## src/rtl/trb_mem_scheduler.sv

```systemverilog
// Single-port trace RAM scheduler: LW > round-robin(LR,SY) with starvation bound and read-tag return.
// Optional stall counters built when TRB_SCHED_STALL_STATS_EN is defined.
module trb_mem_scheduler #(
  parameter int WIDTH       = 32,
  parameter int ADDR_WIDTH  = 8,
  parameter int MEM_LATENCY = 1,
  parameter int MAX_WAIT    = 4
) (
  input  logic                  CLK_I,
  input  logic                  RST_I,
  input  logic                  LW_REQ_I,
  input  logic [ADDR_WIDTH-1:0] LW_ADDR_I,
  input  logic [WIDTH-1:0]      LW_DATA_I,
  output logic                  LW_GNT_O,
  input  logic                  LR_REQ_I,
  input  logic [ADDR_WIDTH-1:0] LR_ADDR_I,
  output logic                  LR_GNT_O,
  output logic                  LR_RVALID_O,
  output logic [WIDTH-1:0]      LR_RDATA_O,
  input  logic                  SY_REQ_I,
  input  logic                  SY_WE_I,
  input  logic [ADDR_WIDTH-1:0] SY_ADDR_I,
  input  logic [WIDTH-1:0]      SY_WDATA_I,
  output logic                  SY_GNT_O,
  output logic                  SY_RVALID_O,
  output logic [WIDTH-1:0]      SY_RDATA_O,
  output logic                  MEM_EN_O,
  output logic                  MEM_WE_O,
  output logic [ADDR_WIDTH-1:0] MEM_ADDR_O,
  output logic [WIDTH-1:0]      MEM_WDATA_O,
  input  logic [WIDTH-1:0]      MEM_RDATA_I,
  output logic [47:0]           STALL_CNT_O
);

  localparam int WCW = $clog2(MAX_WAIT + 1);

  typedef enum logic {RR_LR, RR_SY} rr_t;

  rr_t                  rr_q;
  logic [WCW-1:0]       wait_q;
  logic [MEM_LATENCY-1:0] lr_tag_q, sy_tag_q;

  logic rr_req, pick_lr, force_rr, rr_win;
  logic lw_gnt, lr_gnt, sy_gnt;

  always_comb begin
    rr_req   = LR_REQ_I | SY_REQ_I;
    pick_lr  = LR_REQ_I & (~SY_REQ_I | (rr_q == RR_LR));
    force_rr = (wait_q == WCW'(MAX_WAIT));
    // A saturated wait counter hands the cycle to the RR winner even over LW.
    lw_gnt   = ~RST_I & LW_REQ_I & ~(force_rr & rr_req);
    rr_win   = ~RST_I & rr_req & (~LW_REQ_I | force_rr);
    lr_gnt   = rr_win & pick_lr;
    sy_gnt   = rr_win & ~pick_lr;
  end

  always_comb begin
    LW_GNT_O    = lw_gnt;
    LR_GNT_O    = lr_gnt;
    SY_GNT_O    = sy_gnt;
    MEM_EN_O    = lw_gnt | lr_gnt | sy_gnt;
    MEM_WE_O    = lw_gnt | (sy_gnt & SY_WE_I);
    MEM_ADDR_O  = '0;
    MEM_WDATA_O = '0;
    if (lw_gnt) begin
      MEM_ADDR_O  = LW_ADDR_I;
      MEM_WDATA_O = LW_DATA_I;
    end else if (lr_gnt) begin
      MEM_ADDR_O  = LR_ADDR_I;
    end else if (sy_gnt) begin
      MEM_ADDR_O  = SY_ADDR_I;
      if (SY_WE_I) MEM_WDATA_O = SY_WDATA_I;
    end
  end

  always_ff @(posedge CLK_I or posedge RST_I) begin
    if (RST_I) begin
      rr_q   <= RR_LR;
      wait_q <= '0;
    end else begin
      if (lr_gnt)      rr_q <= RR_SY;
      else if (sy_gnt) rr_q <= RR_LR;
      if (lr_gnt | sy_gnt | ~rr_req) wait_q <= '0;
      else if (lw_gnt && wait_q != WCW'(MAX_WAIT)) wait_q <= wait_q + 1'b1;
    end
  end

  always_ff @(posedge CLK_I or posedge RST_I) begin
    if (RST_I) begin
      lr_tag_q    <= '0;
      sy_tag_q    <= '0;
      LR_RVALID_O <= 1'b0;
      SY_RVALID_O <= 1'b0;
      LR_RDATA_O  <= '0;
      SY_RDATA_O  <= '0;
    end else begin
      lr_tag_q[0] <= lr_gnt;
      sy_tag_q[0] <= sy_gnt & ~SY_WE_I;
      for (int unsigned i = 1; i < MEM_LATENCY; i++) begin
        lr_tag_q[i] <= lr_tag_q[i-1];
        sy_tag_q[i] <= sy_tag_q[i-1];
      end
      LR_RVALID_O <= lr_tag_q[MEM_LATENCY-1];
      SY_RVALID_O <= sy_tag_q[MEM_LATENCY-1];
      if (lr_tag_q[MEM_LATENCY-1]) LR_RDATA_O <= MEM_RDATA_I;
      if (sy_tag_q[MEM_LATENCY-1]) SY_RDATA_O <= MEM_RDATA_I;
    end
  end

`ifdef TRB_SCHED_STALL_STATS_EN
  logic [15:0] lw_cnt_q, lr_cnt_q, sy_cnt_q;

  always_ff @(posedge CLK_I or posedge RST_I) begin
    if (RST_I) begin
      lw_cnt_q <= '0;
      lr_cnt_q <= '0;
      sy_cnt_q <= '0;
    end else begin
      if (LW_REQ_I & ~lw_gnt & (lw_cnt_q != '1)) lw_cnt_q <= lw_cnt_q + 1'b1;
      if (LR_REQ_I & ~lr_gnt & (lr_cnt_q != '1)) lr_cnt_q <= lr_cnt_q + 1'b1;
      if (SY_REQ_I & ~sy_gnt & (sy_cnt_q != '1)) sy_cnt_q <= sy_cnt_q + 1'b1;
    end
  end

  assign STALL_CNT_O = {lw_cnt_q, lr_cnt_q, sy_cnt_q};
`else
  assign STALL_CNT_O = '0;
`endif

endmodule

```

## config.mk

```make
export PLATFORM = sky130hd
export DESIGN_NAME = trb_mem_scheduler
export DESIGN_NICKNAME = d
export VERILOG_FILES = /design/src/rtl/trb_mem_scheduler.sv
export SDC_FILE = /design/constraint.sdc
export NUM_CORES = 1
export LEC_CHECK = 0
export CORE_AREA = 2 2 110 112
export DETAILED_ROUTE_END_ITERATION = 8
export DIE_AREA = 0 0 112 114
export PLACE_DENSITY = 0.77
export SYNTH_ARGS = -nofsm -noshare
export SYNTH_HDL_FRONTEND = slang
export SYNTH_SLANG_ARGS = --single-unit
```

## constraint.sdc

```tcl
create_clock -name CLK_I -period 5.5 [get_ports CLK_I]
set_input_delay 1.1 -clock CLK_I [delete_from_list [all_inputs] [get_ports CLK_I]]
set_output_delay 1.1 -clock CLK_I [all_outputs]
set_load 0.01 [all_outputs]
```

==> metrics <==
fillcell total=between 900 and 1000; Pwr per Cell Area=about 330 nW/um^2; CP endpoint kind=output port; Mapped Area=between 3000 and 4000 sq um; Setup TNS Final=0 ps; Initial Utilization=31.23%; Clk pin slew, worst setup/hold paths=60 ps; final hold slack=slightly below 500 ps; share of layout cells above drive strength 1=between 20% and 30%; DRT iter0 DRCs=~110; Finished Core Util=approximately 54%; vias in the first global route=around 3100; placed insts=between 600 and 700; count of state elements after synthesis=72; Clock Sinks=slightly above 70; PostCTS Resize Cnt=0; later-pin clock latency in the skew report=roughly 320 ps; worst-margin pin slew=~910 ps; DRC viols=0; fin crit share=79.83%; fin. max-slew vios=0; Syn. warnings=0; first-pass GRT wire length=roughly 17000 microns; VDD IR-drop max=around 0.27 mV; min Tclk post-route=4390 ps; Yosys cell types=28; CP Launch Type=input port; RD Place Congestion=0.8593; max_cap viols=0; Port Buf Inserts=roughly 240; Post-CTS Hold Fix Bufs=0; site row count=40; met3 Usage GRT=4.676%; gr busiest metal=met2; Data arrival, critical path=around 3300 ps; commonest non-fill, non-tap cells in the layout=clkdlybuf4s50_1 (236), dfrtp_1 (72), mux2_2 (61); nets@finish=644; Crit path largest cell delay=about 540 ps; Die Width=about 110 microns; Final Routed Wirelength=approximately 12000 microns; initial antenna violation count=1; clock root buffer=clkbuf_16; Detailed Routing Iterations Pass 1=4; normalized max-slew margin=between 30% and 40%; I/O pins=285; asr flop ratio synth=between 90% and 100%; Global Route Usage Sum=between 10% and 20%; met2 GRT Util=approximately a third; Main synth FF type=dfrtp_1; HPWL Detailed=9337 microns; Die Span Y=114 microns; DR WL/cell=17.51 microns; die area=12770 sq um; commonest non-fill, non-tap cell in the layout=clkdlybuf4s50_1; cells along the critical path=clkdlybuf4s50_1 -> a21boi_2 -> buf_4 -> nor4b_4 -> buf_4 -> a22o_1 -> clkdlybuf4s50_1; CP max stage cell=clkdlybuf4s50_1; antenna-violating nets left=0; syn_area_per_cell=approximately 13 sq um; CTS tree=built; Max Buffers Root-to-Sink=2; CP bufs+invs=4; achievable clock frequency=0.2278 GHz; via density per instance=4.475; final std cells w/o fill=around 670; Post-Synthesis Cells=approximately 280; RSZ-0062 raised after global routing=false; Worst Path Required=roughly 4400 ps; crit-path max FO=33; sequential share of the synthesized area=between 40% and 50%; Leak=2.634 nW; largest net degree at the start of global routing=75; status=complete, no violations; Core Region=between 10000 and 15000 sq um; M1 GR Usage=about 20%; number of flops mapped to enable cells by yosys=0; CP top delay family=buffers and inverters; CP Class=in2out; via count=roughly 3000; CTS H-Tree Depth=3; HP Class=reg2reg; Final Hold Violating Endpoints=0; total gr overflow=0; Post-CTS Setup Bufs=0; area delta synth->final=72.80%; Setup violations, final=0; Final Skew=5.839 ps; total CTS buffers=9
==> flip-flops by register name, indices dropped and copies added (netlist names) <==
| signal | cells |
|---|---|
| LR_RDATA_O | 32 |
| SY_RDATA_O | 32 |
| wait_q | 3 |
| LR_RVALID_O | 1 |
| SY_RVALID_O | 1 |
| lr_tag_q | 1 |
| rr_q | 1 |
| sy_tag_q | 1 |
==> worst register-to-register path, delay by kind of cell (launching register included) <==
family          cells  cell delay [ps]
mux                 1              370
buf+inv             1               70
fa+ha+maj           1              230
compound gates      1              360
flops               1              370
simple gates        1              360
==> cell families after synthesis <==
| logic type | after synthesis | synth area share (%) |
|---|---|---|
| mux | 73 | 22.20 |
| buf+inv | 68 | 12.93 |
| simple gates | 17 | 2.839 |
| other cells | 1 | 0.1025 |
| flops | 72 | 49.26 |
| compound gates | 48 | 11.97 |
| fa+ha+maj | 2 | 0.6841 |
==> area by class of cell <==
type | count | area, sq um | share of cell area, %
well taps | 147 | 183.9 | 2.910
clock inverters | 6 | 115.1 | 1.821
multi-input cells | 188 | 1559 | 24.67
flip-flops and latches | 72 | 1802 | 28.51
repair buffers | 242 | 2407 | 38.09
diodes | 1 | 2.502 | 0.03960
clock buffers | 10 | 239.0 | 3.781
inverters | 3 | 11.26 | 0.1782
==> power breakdown <==
group	total [mW]	internal, mW	switching [mW]
registers	0.726	0.660	0.0664
clock network	0.673	0.457	0.215
logic	0.686	0.436	0.250
==> through the flow <==
stage,power (mW),setup WS (ps),instance area [sq um]
6_report,2.085,1110,6320
5_1_grt,2.187,1009,6320
4_1_cts,2.115,1093,6317
3_5_place_dp,1.428,1093,5963
3_3_place_gp,1.406,1134,5963
2_1_floorplan,1.013,856.7,3834
==> cell usage after synthesis (all sizes together) (2+ instances only) <==
library cell   n  share of area [%]
dfrtp         72                 49
mux2          65                 20
buf           61                 12
a22o          32                8.5
mux2i          8                2.2
o2bb2ai        8                1.9
clkbuf         4               0.41
nand2          4               0.41
a21oi          3               0.41
inv            3               0.31
nor2           3               0.31
a21boi         2               0.51
ha             2               0.68
nand3          2               0.27
nor3           2               0.27
nor3b          2               0.41
or2            2               0.34
==> path summary, 6_finish.rpt <==
path	endpoint	startpoint	cells after the start	slack, ps
worst min register to register	LR_RDATA_O[30]$_DFFE_PP0P_	LR_RDATA_O[30]$_DFFE_PP0P_	1	480
worst max-delay path	MEM_WDATA_O[23]	LR_REQ_I	7	1110
worst min-delay path	LR_RDATA_O[30]$_DFFE_PP0P_	LR_RDATA_O[30]$_DFFE_PP0P_	1	480
min in group asynchronous	rr_q$_DFFE_PP0P_	RST_I	3	1560
max in group asynchronous	LR_RDATA_O[13]$_DFFE_PP0P_	RST_I	3	3340
worst max register to register	rr_q$_DFFE_PP0P_	wait_q[0]$_DFFE_PP0P_	5	3650
==> routing by layer <==
layer | wire length (microns) | up-vias | part of all wire [%]
met3 | 931 | 12 | 7.9
met1 | 4415 | 1436 | 38
li1 | - | 1388 | -
met4 | 227 | 0 | 1.9
met2 | 6140 | 158 | 52
met5 | 0 | - | 0
Note: power is estimated with default switching activity, not from simulation.
